==> src/rtl/branch_resolve.sv <==
// Branch/jump resolution stage: evaluates the condition, computes target and link,
// flags mispredicts and faults, and holds one result behind a valid/ready register.
module branch_resolve #(
   parameter int CNT_W = 16
) (
   input  logic             clk,
   input  logic             reset,
   input  logic             in_valid,
   output logic             in_ready,
   input  logic [1:0]       in_kind,
   input  logic [2:0]       in_funct3,
   input  logic [31:0]      in_rs1,
   input  logic [31:0]      in_rs2,
   input  logic [31:0]      in_pc,
   input  logic [31:0]      in_imm,
   input  logic             in_pred_taken,
   input  logic [31:0]      in_pred_target,
   input  logic             flush,
   output logic             out_valid,
   input  logic             out_ready,
   output logic             out_taken,
   output logic [31:0]      out_next_pc,
   output logic [31:0]      out_link,
   output logic             out_mispredict,
   output logic             out_exception,
   output logic [1:0]       out_cause,
   output logic [CNT_W-1:0] mispredict_count
);

   logic [31:0]      link_c, br_target_c, jalr_sum_c, target_c, next_pc_c;
   logic             cond_c, taken_c, illegal_c, misaligned_c, exception_c, mispredict_c;
   logic [1:0]       cause_c;
   logic             accept, consume;

   logic             valid_reg, taken_reg, mispredict_reg, exception_reg;
   logic [31:0]      next_pc_reg, link_reg;
   logic [1:0]       cause_reg;
   logic [CNT_W-1:0] count_reg;

   always_comb begin
      link_c      = in_pc + 32'd4;
      br_target_c = in_pc + in_imm;
      jalr_sum_c  = in_rs1 + in_imm;
      target_c    = br_target_c;
      cond_c      = 1'b0;
      illegal_c   = 1'b0;
      taken_c     = 1'b0;
      case (in_kind)
         2'b00: begin
            case (in_funct3[2:1])
               2'b00:   cond_c = (in_rs1 == in_rs2);
               2'b10:   cond_c = ($signed(in_rs1) < $signed(in_rs2));
               2'b11:   cond_c = (in_rs1 < in_rs2);
               default: illegal_c = 1'b1;
            endcase
            taken_c = !illegal_c && (cond_c ^ in_funct3[0]);
         end
         2'b01: taken_c = 1'b1;
         2'b10: begin
            taken_c  = 1'b1;
            target_c = {jalr_sum_c[31:1], 1'b0};
         end
         default: illegal_c = 1'b1;
      endcase

      // Illegal encodings never report taken, so they can never also be misaligned.
      misaligned_c = taken_c && (target_c[1:0] != 2'b00);
      exception_c  = illegal_c || misaligned_c;
      cause_c      = illegal_c ? 2'b01 : (misaligned_c ? 2'b10 : 2'b00);
      next_pc_c    = taken_c ? target_c : link_c;
      mispredict_c = !exception_c &&
                     ((taken_c != in_pred_taken) || (taken_c && (target_c != in_pred_target)));
   end

   assign in_ready = !valid_reg || out_ready;
   assign accept   = in_valid && in_ready && !flush;
   assign consume  = valid_reg && out_ready && !flush;

   always_ff @(posedge clk) begin
      if (reset) begin
         valid_reg      <= 1'b0;
         taken_reg      <= 1'b0;
         next_pc_reg    <= 32'd0;
         link_reg       <= 32'd0;
         mispredict_reg <= 1'b0;
         exception_reg  <= 1'b0;
         cause_reg      <= 2'b00;
         count_reg      <= '0;
      end else begin
         if (flush) begin
            valid_reg <= 1'b0;
         end else if (accept) begin
            valid_reg      <= 1'b1;
            taken_reg      <= taken_c;
            next_pc_reg    <= next_pc_c;
            link_reg       <= link_c;
            mispredict_reg <= mispredict_c;
            exception_reg  <= exception_c;
            cause_reg      <= cause_c;
         end else if (consume) begin
            valid_reg <= 1'b0;
         end
         // Count only results actually handed to the consumer; saturate at all-ones.
         if (consume && mispredict_reg && (count_reg != {CNT_W{1'b1}})) begin
            count_reg <= count_reg + 1'b1;
         end
      end
   end

   assign out_valid        = valid_reg;
   assign out_taken        = taken_reg;
   assign out_next_pc      = next_pc_reg;
   assign out_link         = link_reg;
   assign out_mispredict   = mispredict_reg;
   assign out_exception    = exception_reg;
   assign out_cause        = cause_reg;
   assign mispredict_count = count_reg;

endmodule

==> config.mk <==
export PLATFORM = sky130hd
export DESIGN_NAME = branch_resolve
export DESIGN_NICKNAME = d
export VERILOG_FILES = /design/src/rtl/branch_resolve.sv
export SDC_FILE = /design/constraint.sdc
export NUM_CORES = 1
export LEC_CHECK = 0
export ABC_AREA = 1
export CORE_UTILIZATION = 30
export CTS_BUF_LIST = sky130_fd_sc_hd__clkbuf_4
export CTS_CLUSTER_DIAMETER = 200
export DETAILED_ROUTE_END_ITERATION = 10
export PLACE_DENSITY = 0.56
export SKIP_CTS_REPAIR_TIMING = 1
export SLEW_MARGIN = 30
export SYNTH_ARGS = -nofsm -noshare
export SYNTH_HDL_FRONTEND = slang
export SYNTH_SLANG_ARGS = --single-unit
==> constraint.sdc <==
create_clock -name clk -period 3.4 [get_ports clk]
set_clock_uncertainty 0.15 [all_clocks]
set_input_delay 0.68 -clock clk [delete_from_list [all_inputs] [get_ports clk]]
set_output_delay 0.68 -clock clk [all_outputs]
set_load 0.005 [all_outputs]
# Word level (Yosys, flattened, before mapping)
# Index checks and enable logic that the tools add are counted.
# word_totals
inputBits,171
wordCells,61
output_inout_bits,87
reg_bits,86
# classes
n_mux,12
addsub,4
order_cmp,2
n_eq_ne,8
reduce_logical,25
bitwise_logic,2
# op_table
cell,count
$add A32 B32 Y32,2
$lt A32 B32 Y1,2
$mux W32,2
$add A32 B3 Y32 const B,1
$eq A32 B32 Y1,1
$ne A32 B32 Y1,1
$add A16 B1 Y16 const B,1
$ne A16 B16 Y1 const B,1
$logic_and A1 B1 Y1,10
$eq A2 B2 Y1 const B,3
$mux W1,5
$logic_not A1 Y1,4
$logic_not A2 Y1,2
$mux W2,2
$pmux W1 S2,2
$reduce_bool A2 Y1,2
$reduce_or A2 Y1,2
$logic_or A1 B1 Y1,3
$pmux W1 S3,1
$reduce_or A3 Y1,1
$eq A2 B1 Y1 const B,1
$reduce_and A2 Y1,1
$ne A1 B1 Y1,1
$not A1 Y1,1
$xor A1 B1 Y1,1

# Depth between registers and ports, before layout
# Gate-level depths: netlist of run 1.
# depth
ltp_word,11
mapped_depth,22
mapped_depth_nobuf,22

# Worst setup path before layout of run 1
# OpenSTA, ideal clock, no wires.
# synth_timing
path_kind,input -> register
startpoint,input in_pc[0]
endpoint,"register mispredict_reg, in the netlist out_mispredict"
t_arrival_ns,2.633
setup_ns,0.132
path_stages,20
setup_slack_ns,0.484
n_path_buf,0
cell_sequence,ha_1 fa_1 nand3_1 nand3_1 nand2_1 nand2_1 nand2_1 nand2_1 nand3_1 nand3_1 nand3_1 nand2_1 nand2_1 nand2_1 inv_1 nand2_1 nor2_1 nand3_1 nand2_1 a21oi_1
# synth_between
elab_chain_len,7
# synth_lines
element,line,rtl
start: declaration,14,"input logic [31:0] in_pc,"
$add A32 B32 Y32 *,42,br_target_c = in_pc + in_imm;
$mux W32 *,48,case (in_kind)
"parallel branches: the longest is 4 deep, another holds $ne A32 B32 Y1",n/a,
$logic_and A1 B1 Y1 *,71,mispredict_c = !exception_c &&
end signal: assignment,97,mispredict_reg <= mispredict_c;
end: declaration,35,"logic valid_reg, taken_reg, mispredict_reg, exception_reg;"
# Every way passes the cells marked *.
# A chain may end at the register's enable or synchronous reset.

# Final worst setup path of run 1
# layout_timing
startpoint,input in_imm[14]
endpoint,"register mispredict_reg, in the netlist out_mispredict"
# layout_between
elab_chain_len,6
# layout_lines
element,line,rtl
start: declaration,15,"input logic [31:0] in_imm,"
$add A32 B32 Y32 (on tied branches),"42, 43",
$mux W32 *,48,
$ne A32 B32 Y1 *,72,((taken_c != in_pred_taken) || (taken_c && (target_c != in_pred_target)));
$logic_and A1 B1 Y1 *,72,
$logic_or A1 B1 Y1 *,72,
$logic_and A1 B1 Y1 *,71,
# Every way passes the cells marked *; elsewhere a longest branch is shown, timed or not.

==> flow_results.org, run 1 <==
** Floorplan
- The floorplan step set the die height to 190.6 um.
- Pin placement for this block handled 258 I/O pins.
- Area of the die :: 36330 sq um
- In this run the horizontal extent of the chip is 190.6 um.
- Standard cell core area :: 34800 sq um
- The initial utilization of the core area, before any placement, comes to 30.67%.
- Cell row count :: 68

** Yosys
- Area fraction of the dominant cell type after synthesis :: 21.46%
- Count of state elements after synthesis :: 86
- After synthesis, the netlist uses 43 different library cells.
- EDFF count, synth :: 0
- In this run the cell area of the synthesized design comes to 10670 sq um.
- Flip-flop cell with the highest count after synthesis :: dfxtp_1
- Cell type with the largest total area after synthesis :: nand2_1
- Total number of yosys warnings :: 0
- Synth top area cells :: nand2_1 21%, dfxtp_1 16%, ha_1 11%, inv_1 11%, nand3_1 10%
- After synthesis, the share of flip-flops with an asynchronous set or reset is 0%.
- Sequential area share after synthesis :: 16.13%
- Avg Synthesized Cell Area :: 5.617 sq um
- Number of standard cells after synthesis :: 1900
- The number of nets in the synthesized netlist is 2171.

** GRT
- Total routing resource utilization after global routing :: 24.88%
- Number of antenna violations at the first check in global routing :: 2
- Entering global routing, the biggest net connects 81 pins.
- After global routing the overflow that remains totals 0.
- The first global-routing pass estimated 69.81 mm of wire.
- The via count of the first global-routing pass is 13200.

** Clock network
- Cell at the root of the clock tree :: clkbuf_4
- The clock reaches the later pin of the worst-skew pair after 0.43 ns.
- After clock tree synthesis, the clock-pin slew on the worst setup and hold paths is 0.14 ns.
- The H-tree was split into 3 levels.
- CTS buffer count :: 9
- Number of buffers on the longest clock path :: 2
- CTS tree :: yes
- CTS saw 86 sinks.

** Route
- In the final routed layout, each cell accounts on average for 15.91 um.
- Via count :: 13980
- Total routed wirelength :: 46.55 mm
- Ratio of routed vias to standard cells :: 4.779
- The first detailed-routing pass took 5 iterations.
- Post-DRT Antenna Nets :: 0
- Iter 0 DRT Violations :: 811
- Remaining design rule violation count :: 0

** Setup path
- The worst setup path is captured at a flop.
- STA puts the critical path data required time at 3.57 ns.
- STA classifies the critical path startpoint as an input pin.
- Data arrival time at the worst-slack endpoint :: 3.46 ns
- The setup path with the least slack is of type in -> reg.
- Critical-path maximum fanout :: 4

** Cells and area
- Most frequent cells in the layout :: 602 x nand2_1, 327 x buf_4, 319 x inv_1, 235 x clkdlybuf4s50_1, 205 x nand3_1
- Area added between synthesis and finish :: 58.25%
- Commonest non-fill, non-tap cell in the layout :: nand2_1
- Layout Nets :: 2735
- The layout has 3740 filler cells.
- Once layout is complete, the utilization of the core stands at 48.53%.
- Layout cells sized above 1 :: 18.35%
- Final cell count without fillers :: 2925
- Summing all non-filler instances in the final layout gives an area of 16890 sq um.

** Timing
- Transition time of the tightest slew-check pin :: 0.6183 ns
- RSZ-0062 raised after global routing :: yes
- Number of hold violations in the final report :: 0
- Adding up every negative setup slack in the final design gives 0 ns.
- Number of max-slew violations in the final report :: 0
- Number of endpoints failing setup at the final stage :: 0
- Counting I/O delays and the setup requirement, the final critical path takes 3.291 ns.
- Based on the critical path, the design can be clocked at up to 303.9 MHz.
- Final period util :: 96.78%
- The worst pin sits at a relative slew slack of 58.78%.

** Pwr
- Worst IR drop on VDD :: 0.2417 mV
- Summing internal, switching and leakage power gives 4099 uW.
- For this design the static power due to leakage is 0.008740 uW.
- Power density over the cells :: 242.8 nW/um^2

** Placement
- Count of buffers from port buffering :: 257
- Post-detailed-placement half-perimeter wirelength :: 40.49 mm
- After detailed placement, the design holds a cell count of 2907.
- Placement Cell Area :: 16210 sq um
- Gp weighted congestion :: 0.9137

** Job
- Max-cap violations in this run came to 0.

** Run status
- Outcome :: completed

** Hold path
- Hold crit path type :: reg -> reg
flip-flops by register name, summed over array words and instances, names as in the netlist:
register / count
out_link: 32
out_mispredict: 1
out_exception: 1
out_cause: 2
mispredict_count: 16
out_taken: 1
out_valid: 1
out_next_pc: 32
through the flow:
step	hold WS, ns	setup WS [ns]
4_1_cts	0.3252	-0.05593
5_1_grt	0.3380	-0.07828
2_1_floorplan	0.3074	0.4845
3_3_place_gp	0.3025	-0.5340
3_5_place_dp	0.3054	-0.5454
6_report	0.3237	0.1094
worst max-delay path, stage by stage:
cell and delay, ns:
clkdlybuf4s50_1 0.56, ha_4 0.37, nand2_1 0.05, inv_1 0.09, nand2_1 0.10, buf_4 0.15, nor3_1 0.12, nand2_1 0.11
nand2_1 0.14, nand3_1 0.12, nand2_1 0.08, nand2_1 0.05, nand3_1 0.13, nand2_1 0.10, nand2_1 0.06, nand2_1 0.04
inv_1 0.06, nand2_1 0.06, nor2_2 0.16, nand3_1 0.10, nand2_1 0.07, a21oi_1 0.05
Yosys cell counts, drive strengths merged, types with 3 or more instances:
library cell and n:
xor2 25, buf 16, xnor2 7, inv 321, nand2 613, o21ai 54
nand4 38, o21bai 9, nor3b 3, nand3b 21, nand3 225, o21a 7
nor2 154, a31oi 4, ha 98, o211ai 23, a21oi 136, dfxtp 86
a21o 3, clkbuf 20, nor3 26
kinds of logic (layout without fill, tap and decap cells):
group | after synthesis | after routing | share of synthesized area, %
DFF | 86 | 86 | 16.13
and+or+nand+nor | 1085 | 1085 | 44.10
buffers and inverters | 357 | 926 | 12.73
AOI/OAI and AO/OA | 240 | 240 | 12.55
adders and majority gates | 100 | 100 | 11.87
other | 0 | 1 | 0
xor gates and xnor gates | 32 | 32 | 2.626
where the power goes:
group	switching, uW	internal, uW
Sequential	32.4	1060
Clock	353	247
Combinational	1260	1150
final timing paths:
| kind | from | to | slack (ns) | cells after the start |
|---|---|---|---|---|
| max | in_imm[14] | out_mispredict$_SDFFE_PP0P_ | 0.11 | 22 |
| max reg2reg | mispredict_count[7]$_SDFFE_PP0P_ | mispredict_count[15]$_SDFFE_PP0P_ | 0.92 | 13 |
| min | out_next_pc[30]$_SDFFE_PP0P_ | out_next_pc[30]$_SDFFE_PP0P_ | 0.32 | 2 |
| min reg2reg | out_next_pc[30]$_SDFFE_PP0P_ | out_next_pc[30]$_SDFFE_PP0P_ | 0.32 | 2 |
metal layers:
metal  GRT usage [%]  part of all wire (%)  wire length [um]
met5               0                 0.024                11
met4           8.277                   3.0              1407
met3           2.576                   4.8              2231
met2           41.20                    45             20880
met1           33.44                    47             22010
layout make-up:
type                       instances  area, sq um  area share [%]
antenna                            1        2.502         0.01482
multi-input combinational       1457         8069           47.78
sequential                        86         1722           10.19
inverter                         321         1205           7.135
clock buffer                      12        90.09          0.5335
clock inverter                     4        47.55          0.2815
timing repair buffer             589         5182           30.69
tap                              455        569.3           3.371
Note: power is estimated with default switching activity, not from simulation.
==> run 2: changes to the inputs <==
--- a/config.mk
+++ b/config.mk
@@ -9,5 +9,5 @@
 export CORE_UTILIZATION = 30
-export CTS_BUF_LIST = sky130_fd_sc_hd__clkbuf_4
 export CTS_CLUSTER_DIAMETER = 200
 export DETAILED_ROUTE_END_ITERATION = 10
+export GPL_TIMING_DRIVEN = 0
 export PLACE_DENSITY = 0.56
--- a/constraint.sdc
+++ b/constraint.sdc
@@ -4,2 +4,2 @@
 set_output_delay 0.68 -clock clk [all_outputs]
-set_load 0.005 [all_outputs]
+set_load 0.02 [all_outputs]
==> run 2 against run 1 <==
Net effect: sequential share of layout area grew 0.75 points; die area is the same; sequential power is essentially flat; final area shrank 6.8%; clock-buffer cell count shrank 2; highest routed layer unchanged; first-iteration DRC count grew 3.7%; critical endpoint is now out_next_pc[6]$_SDFFE_PP0P_; largest power group unchanged.
==> flow_results.org, run 2 (synthesized netlist as in run 1, its figures left out) <==
** Clock network
- CTS buffer count :: 9
- Clock insertion delay at the later pin of the skew report :: 0.33 ns
- CTS tree :: yes
- Number of buffers on the longest clock path :: 2
- Maximum level of the CTS H-tree :: 3
- Clock-pin slew was measured on the worst setup and hold paths at 0.06 ns.
- Cell at the root of the clock tree :: clkbuf_16
- For this design, the sink count on the clock tree is 86.

** Route
- Iter 0 DRT Violations :: 841
- Via count :: 13250
- Ratio of routed vias to standard cells :: 5.013
- Total routed wirelength :: 45.86 mm
- In the routed design, unresolved DRC markers number 0.
- After detailed routing, the average wire length per cell comes to 17.35 um.
- Post-DRT Antenna Nets :: 0
- DR pass1 iterations :: 6

** Setup path
- R2r endpoint :: mispredict_count[15]$_SDFFE_PP0P_
- Type of element launching the critical path :: input pin
- Data required time of the critical path :: 3.43 ns
- Tracing the worst setup path back leads to its startpoint at in_rs1[31].
- The worst setup path is of the in -> reg kind.
- In this run the register-to-register setup slack is 0.89 ns.
- Data arrival time at the worst-slack endpoint :: 3.31 ns
- Worst-case reg-to-reg path depth :: 12
- Termination of the worst setup path :: out_next_pc[6]$_SDFFE_PP0P_
- The worst register-to-register path begins at mispredict_count[0]$_SDFFE_PP0P_.
- Endpoint kind of the worst setup timing path :: flop
- Along the worst path, the maximum fanout reaches 8.

** Placement
- Count of buffers from port buffering :: 256
- Worst Setup Slack post-DPL :: -1.298 ns
- Once placement finished, the instance area stood at 13810 sq um.
- Gp weighted congestion :: 0.9158
- Including well taps, the total number of placed cells is 2611.
- Post-detailed-placement half-perimeter wirelength :: 38.89 mm

** GRT
- Number of antenna violations at the first check in global routing :: 3
- The total overflow left after global routing is 0.
- First-pass GRT wire length :: 66.50 mm
- Total routing resource utilization after global routing :: 23.93%
- Entering global routing, the biggest net connects 16 pins.
- Number of global-route vias before repair :: 12190

** Cells and area
- Layout Nets :: 2451
- Leaving out fill and tap cells, the most frequent cells in the layout are 579 x nand2_1, 316 x inv_1, 188 x nand3_1, 179 x clkdlybuf4s50_1, 120 x nor2_1.
- Multi-input gate area :: 8850 sq um
- Counting the fill cells in the layout gives 3694.
- Area taken by flip-flops and latches :: 1722 sq um
- Area added between synthesis and finish :: 47.41%
- Layout cells sized above 1 :: 11.90%
- The finished cells cover 15730 sq um.
- The library cell used most frequently in the layout, excluding fill and tap cells, is nand2_1.
- Final cell count without fillers :: 2643

** Timing
- Based on the critical path, the design can be clocked at up to 305.2 MHz.
- Summed over all failing endpoints, the final setup total negative slack is 0 ns.
- Setup violations remaining at the end of the flow were counted as 0.
- In this run the tightest slew margin relative to its limit is 51.09%.
- At the pin with the least slew margin, the transition time is 0.7336 ns.
- RSZ-0062 raised after global routing :: yes
- Dividing the final minimum period by the clock period gives 96.38%.
- The total count of hold-check failures in the final report was 0.
- Minimum clock period :: 3.277 ns
- Final Worst Setup Slack :: 0.1229 ns
- The number of pins with negative max-slew slack in the final report came to 0.

** Pwr
- In this run the static leakage power is 0.007914 uW.
- Power density over the cells :: 273.4 nW/um^2
- Worst IR drop on VDD :: 0.2851 mV

** Floorplan
- Standard cell core area :: 34800 sq um
- Area of the die :: 36330 sq um
- I/O pins :: 258
- The die is 190.6 um wide.
- Once the floorplan was initialized, standard cells occupied 30.67% of the core.
- From bottom edge to top edge, the die measures 190.6 um.
- The floorplan has 68 rows.

** Run status
- The run finished with clean final reports.

** Hold path
- Hold crit path type :: reg -> reg
- Worst hold stages :: 2

** Job
- Maximum Capacitance Violations :: 0
run 2: how the worst min path moves through the flow:
stage                                       from                            to  slack [ns]
floorplan            out_next_pc[0]$_SDFFE_PP0P_   out_next_pc[0]$_SDFFE_PP0P_        0.39
global placement    out_next_pc[24]$_SDFFE_PP0P_  out_next_pc[24]$_SDFFE_PP0P_        0.31
detailed placement  out_next_pc[29]$_SDFFE_PP0P_  out_next_pc[29]$_SDFFE_PP0P_        0.31
CTS                 out_next_pc[29]$_SDFFE_PP0P_  out_next_pc[29]$_SDFFE_PP0P_        0.32
global route        out_next_pc[29]$_SDFFE_PP0P_  out_next_pc[29]$_SDFFE_PP0P_        0.34
finish              out_next_pc[29]$_SDFFE_PP0P_  out_next_pc[29]$_SDFFE_PP0P_        0.31
run 2: power by group:
group | internal (uW) | switching, uW | leakage, uW
sequential | 1060 | 33.2 | 0.000703
clock | 593 | 417 | 0.000149
combinational | 882 | 1310 | 0.00706
run 2: critical path, cell delays in order:
cell and delay [ns]:
clkdlybuf4s50_1 0.54, ha_4 0.26, nand2_1 0.13, nor2_4 0.06, nand2_2 0.11, inv_1 0.09, a21oi_4 0.20, nand3_1 0.12
nand3_2 0.10, nand2_1 0.05, nand2_1 0.06, nand3_2 0.11, nand2_4 0.16, nand2_8 0.10, clkinv_8 0.10, clkbuf_16 0.16
nand3_4 0.09, nand2_2 0.10, a21oi_1 0.06
run 2: per-stage QoR:
stage | util, % | hold WS (ns) | total power [uW]
after detailed placement | 39.68 | 0.3077 | 2998
after global routing | 45.20 | 0.3390 | 4584
after global placement | 39.67 | 0.3052 | 2979
after floorplan | - | 0.3904 | 2234
final | 45.21 | 0.3129 | 4300
after CTS | 40.57 | 0.3175 | 4010
run 2: final cells by class:
type	instances	area share [%]
clock buffer	10	1.519
multi-input combinational	1457	56.26
clock inverter	6	0.4374
inverter	321	7.755
buffer	36	1.368
tap	455	3.619
timing repair buffer	269	18.05
antenna	3	0.04772
sequential	86	10.94
run 2: metal layers:
metal  up-vias  part of all wire [%]  GRT usage, %
li1       6690                     -             -
met5         -                 0.026             0
met3        55                   5.8         1.748
met4         2                   2.1         6.708
met1      6061                    45         31.64
met2       441                    48         41.43
==> run 3: changes to the inputs <==
CORE_UTILIZATION = 50   (was 30)
PLACE_DENSITY = 0.84   (was 0.56)
TNS_END_PERCENT = 50   (was default)
==> run 3 against run 2 <==
Net effect: clock power shrank 10%; highest routed layer is now met4; sequential power about the same; combinational power is 2% lower.
==> flow_results.org, run 3 (synthesized netlist as in run 1, its figures left out) <==
** Run status
- Outcome :: completed

** Route
- After detailed routing, the average wire length per cell comes to 18.13 um.
- Using the TritonRoute via totals, the vias-per-cell ratio works out to 5.662.
- After the first detailed-routing iteration, the DRC count stood at 1007.
- The count of nets left with antenna violations once routing finished came out at 0.
- Remaining design rule violation count :: 0
- Total routed wirelength :: 44.48 mm
- The pre-antenna-repair detailed-routing pass consisted of 8 iterations.
- Detailed routing inserted a total of 13890 vias.

** Cells and area
- Most frequent cells in the layout :: 590 x nand2_1, 318 x inv_1, 195 x nand3_1, 190 x clkdlybuf4s50_1, 125 x nor2_1
- The library cell used most frequently in the layout, excluding fill and tap cells, is nand2_1.
- Counting the fill cells in the layout gives 1751.
- Layout cells sized above 1 :: 9.871%
- Antenna diode count :: 0
- Layout Nets :: 2445
- Area added between synthesis and finish :: 42.46%

** Timing
- Number of hold violations in the final report :: 0
- The number of pins with negative max-slew slack in the final report was 0.
- Timing would allow up to 298.2 MHz.
- After layout, the worst path uses 98.63% of the clock period.
- Max_slew headroom :: 53.13%
- For the finished layout, the period the worst path requires is 3.353 ns.
- Final Hold Slack :: 0.3147 ns
- Across all setup checks in the final design, the least slack found is 0.04671 ns.
- At the pin with the least slew margin, the transition time is 0.6992 ns.
- Setup violations remaining at the end of the flow were counted as 0.

** Hold path
- The tightest min-delay check is of the reg -> reg type.

** Floorplan
- From bottom edge to top edge, the die measures 148.1 um.
- Cell row count :: 53
- Initial Util :: 50.93%
- The die covers 21930 sq um.
- I/O pins :: 258
- Chip width :: 148.1 um
- In this run the standard cell core region covers 20960 sq um.

** Setup path
- STA puts the critical path data required time at 3.45 ns.
- Worst reg-to-reg setup slack :: 0.83 ns
- In this run the worst setup path begins at in_rs2[13].
- Reg2reg start :: mispredict_count[7]$_SDFFE_PP0P_
- Critical-path maximum fanout :: 10
- The critical path in this run is classified as in -> reg.
- Data arrival time at the worst-slack endpoint :: 3.41 ns
- The worst setup path is launched from an input pin.
- Worst-case reg-to-reg path depth :: 13
- In this run the worst setup path terminates at out_next_pc[9]$_SDFFE_PP0P_.
- STA classifies the critical path endpoint as a flop.
- R2r endpoint :: mispredict_count[15]$_SDFFE_PP0P_

** Clock network
- CTS clk-pin slew, worst paths :: 0.06 ns
- CTS tree :: yes
- Clock Sinks :: 86
- Buffers inserted during clock tree synthesis total 9.
- Number of buffers on the longest clock path :: 2
- Clock latency on the worst-skew pair, taken at its later pin, is 0.34 ns.
- The tree is rooted in a clkbuf_16.
- The H-tree was split into 3 levels.

** Placement
- Post-detailed-placement half-perimeter wirelength :: 35.61 mm
- Input and output buffers added on the ports amount to 256.
- The congestion estimate from routability-driven global placement came to 0.9599.
- Worst Setup Slack post-DPL :: -1.082 ns

** GRT
- First-pass GRT wire length :: 64.00 mm
- Overflow after GRT :: 0
- Total routing resource utilization after global routing :: 37.64%
- Maximum number of pins on one net before global-route repair :: 16
- The initial antenna violation count came to 0.
- Number of global-route vias before repair :: 12640

** Pwr
- Worst IR drop on VDD :: 0.2635 mV
- Power density over the cells :: 273.5 nW/um^2
- Summed over all cells, the static leakage comes to 0.007743 uW.

** Job
- Maximum Capacitance Violations :: 0
## run 3: worst min path at each step
stage	slack, ns	start	cells past startpoint	endpoint
finish	0.31	out_next_pc[20]$_SDFFE_PP0P_	2	out_next_pc[20]$_SDFFE_PP0P_
global route	0.33	out_next_pc[11]$_SDFFE_PP0P_	2	out_next_pc[11]$_SDFFE_PP0P_
CTS	0.32	out_next_pc[20]$_SDFFE_PP0P_	2	out_next_pc[20]$_SDFFE_PP0P_
detailed placement	0.31	out_next_pc[20]$_SDFFE_PP0P_	2	out_next_pc[20]$_SDFFE_PP0P_
global placement	0.30	out_next_pc[23]$_SDFFE_PP0P_	2	out_next_pc[23]$_SDFFE_PP0P_
floorplan	0.39	out_next_pc[0]$_SDFFE_PP0P_	2	out_next_pc[0]$_SDFFE_PP0P_
## run 3: where the power goes
part / switching [uW] / leakage (uW) / internal [uW]
clock: 415 / 0.000120 / 494
sequential: 33.6 / 0.000703 / 1060
combinational: 1300 / 0.00692 / 849
## run 3: area by class of cell
class                   instances  area [sq um]  share of cell area (%)
repair buffers                263          2780                   18.29
clock buffers                   9         225.2                   1.481
plain buffers                  36         203.9                   1.342
flip-flops and latches         86          1722                   11.33
clock inverters                 6         47.55                  0.3128
multi-input cells            1457          8667                   57.01
inverters                     321          1212                   7.975
well taps                     275         344.1                   2.263
## run 3: routing by layer
metal,global-route usage (%),part of all wire (%),up-vias
met2,64.91,47,708
met1,45.83,39,6340
li1,-,-,6687
met3,4.755,8.2,155
met4,19.23,5.2,0
met5,0,0,-
## run 3: worst max-delay path, stage by stage
cell,delay (ns)
clkdlybuf4s50_1,0.47
inv_1,0.05
ha_1,0.30
nand2_1,0.08
nor2_2,0.15
nand3_2,0.11
nor2_2,0.16
nand2_1,0.06
nand3_1,0.08
nand2_1,0.06
nand2_1,0.06
nand2_1,0.04
nand3_1,0.09
nand2_1,0.06
nand2_1,0.07
nand3_2,0.08
nand2_4,0.15
nand2_8,0.11
inv_8,0.10
buf_12,0.15
nand3_2,0.11
nand2_1,0.09
a21oi_1,0.07
## run 3: stage by stage
stage | instances | power (uW) | area, sq um | setup TNS [ns] | utilization [%]
global placement | 2431 | 2932 | 13580 | -26.84 | 64.80
detailed placement | 2431 | 2968 | 13580 | -28.02 | 64.82
CTS | 2446 | 3855 | 13860 | -14.97 | 66.12
floorplan | 1900 | 2234 | 10670 | 0 | -
finish | 2453 | 4158 | 15200 | 0 | 72.55
global route | 2453 | 4382 | 15200 | -2.517 | 72.55
==> variant (settings of run 3) <==
Make the reset (`reset`) asynchronous in one clocked block.
--- a/src/rtl/branch_resolve.sv
+++ b/src/rtl/branch_resolve.sv
@@ -78,3 +78,3 @@
 
-   always_ff @(posedge clk) begin
+   always_ff @(posedge clk or posedge reset) begin
       if (reset) begin
Check against the original RTL: differs if reset is asserted again (counterexample within 4 cycles, from zero or initial values and one cycle with reset high); with reset held inactive, the same outputs for 4 cycles.
==> variant against run 3 <==
- worst setup slack improved by 0.015 ns
- area after synthesis grew 3.6%
- power grew 18%
- critical path depth decreased by 4
- routed wire length fell by 0.45%
- design area increased by 4.2%
- sequential share of layout area is 2.3 points higher
- final cell count grew 0.49%
- first-iteration DRC count decreased by 15%
- fmax is 0.45% higher
- sequential cell count did not move
- largest cell class unchanged
- largest power group unchanged
==> variant: results (changes against run 3) <==
h-tree-depth: 3  # unchanged
hold_depth: 2  # unchanged
grt_usage_pct: 36.75  # -0.89 points
worstHoldStart: "out_next_pc[30]$_DFFE_PP0P_"
dpl.hpwl_um: 35770  # +0.46%
critPathArrivalTime_ns: 3.42  # about the same
drt_pass1_iterations: 5  # -3
cts-root-buf: "clkbuf_16"
timing.hold.ws_ns: 0.3312  # +0.01653 ns
r2r-start: "out_valid$_DFFE_PP0P_"
clkLatencyLatePin_ns: 0.34  # about the same
tightest_slew_ns: 0.9019  # +0.2027 ns
grt_pass1_wl_um: 63340  # -1.0%
grt_max_degree: 57  # +41
cts_buffers: 9  # unchanged
p_leak_nw: 8.488  # +9.6%
avgSynthCellArea_um2: 5.834  # +3.9%
ys_seq_area_share_pct: 19.47  # +3.3 points
critPathTopFamily: "simple AND/OR/NAND/NOR gates"
async_flop_share_pct: 100.0  # +100 points
rr_worst_depth: 7  # -6
worst-path-max-fanout: 6  # -4
preCtsSetupSlack_ns: -0.7763  # +0.3056 ns
routabilityCongestion: 0.9753  # +1.6%
fin_ws_ns: 0.06173  # +0.01502 ns
synth.top_cells.by_count: "672 x nand2_1, 295 x inv_1, 226 x nand3_1"
yosysWarnings: 0  # unchanged
placed_cells: 2433  # +0.082%
clk_pin_slew_worst_paths_ns: 0.06  # about the same
r2r_slack_ns: 0.77  # -0.06 ns
wl_per_cell_um: 17.96  # -0.93%
final_core_util_pct: 72.80  # +0.25 points
synthFlopType: "dfrtp_1"
synth.area.top_cells: "nand2_1 23%, dfrtp_1 19%, ha_1 11%"
crit_slowest_cell: "clkdlybuf4s50_1"
nets: 2450  # +0.20%
drive_gt1_share_pct: 10.99  # +1.1 points
final.fill_count: 1789  # +2.2%
wl_um: 44280  # -0.45%
hold_end: "out_next_pc[30]$_DFFE_PP0P_"
drtIter0Drc: 855  # -15%
placed_area_mm2: 0.01401  # +3.2%
synth_cell_type_count: 46  # +7.0%
syn_nets: 2166  # -0.23%
via_per_inst: 5.585  # -1.4%
hp-class: "reg -> reg"
peakVddDrop_mv: 0.2860  # +8.5%
portBuffers: 257  # +0.39%
grt_pass1_vias: 12357  # -2.2%
status: "complete, no violations"
r2r-end: "out_next_pc[14]$_DFFE_PP0P_"
[variant: changes by cell type in the layout (fill, tap and decap cells not counted), sizes merged, moves of 7 or more]
cell    before  now
a21oi      136   90
buf         17   24
clkbuf      35   28
dfrtp        0   86
dfxtp       86    0
inv        322  299
nand2      613  680
nand3      225  235
nor2       154  167
nor4         2    9
o211ai      23    0
xnor2        7   15
[variant: cells by family after synthesis]
logic type	share of synthesized area, %
xor gates and xnor gates	3.248
buffers and inverters	11.44
adders and majority gates	11.45
DFF	19.47
AOI/OAI and AO/OA	8.035
and+or+nand+nor	46.25
muxes	0.1018
[variant: routing by layer]
| metal | global-route usage [%] | wire length [µm] |
|---|---|---|
| met1 | 47.77 | 17740 |
| met2 | 62.00 | 20990 |
| met3 | 2.818 | 3895 |
| met4 | 16.65 | 1652 |
| met5 | 0 | 0 |
[variant: final cells by class]
cell class | instances | share of cell area (%)
clock buffer | 10 | 1.446
inverter | 300 | 7.158
timing repair buffer | 273 | 18.60
buffer | 26 | 0.9559
sequential | 86 | 13.59
multi-input combinational | 1483 | 55.77
antenna | 1 | 0.01580
clock inverter | 6 | 0.2449
tap | 280 | 2.212
[variant: worst max-delay path by stage]
stage	to	startpoint	cells after the start
after detailed placement	out_next_pc[8]$_DFFE_PP0P_	in_rs2[31]	20
after global routing	out_mispredict$_DFFE_PP0P_	in_rs1[11]	20
after floorplan	mispredict_count[0]$_DFFE_PP0P_	reset	1
final	out_next_pc[9]$_DFFE_PP0P_	in_rs1[19]	19
after global placement	mispredict_count[14]$_DFFE_PP0P_	reset	2
after CTS	out_next_pc[9]$_DFFE_PP0P_	in_rs2[31]	20
[variant: power by group]
part	internal (mW)	total [mW]	switching [mW]
logic	1.13	2.72	1.59
registers	1.19	1.30	0.112
clock network	0.492	0.897	0.405
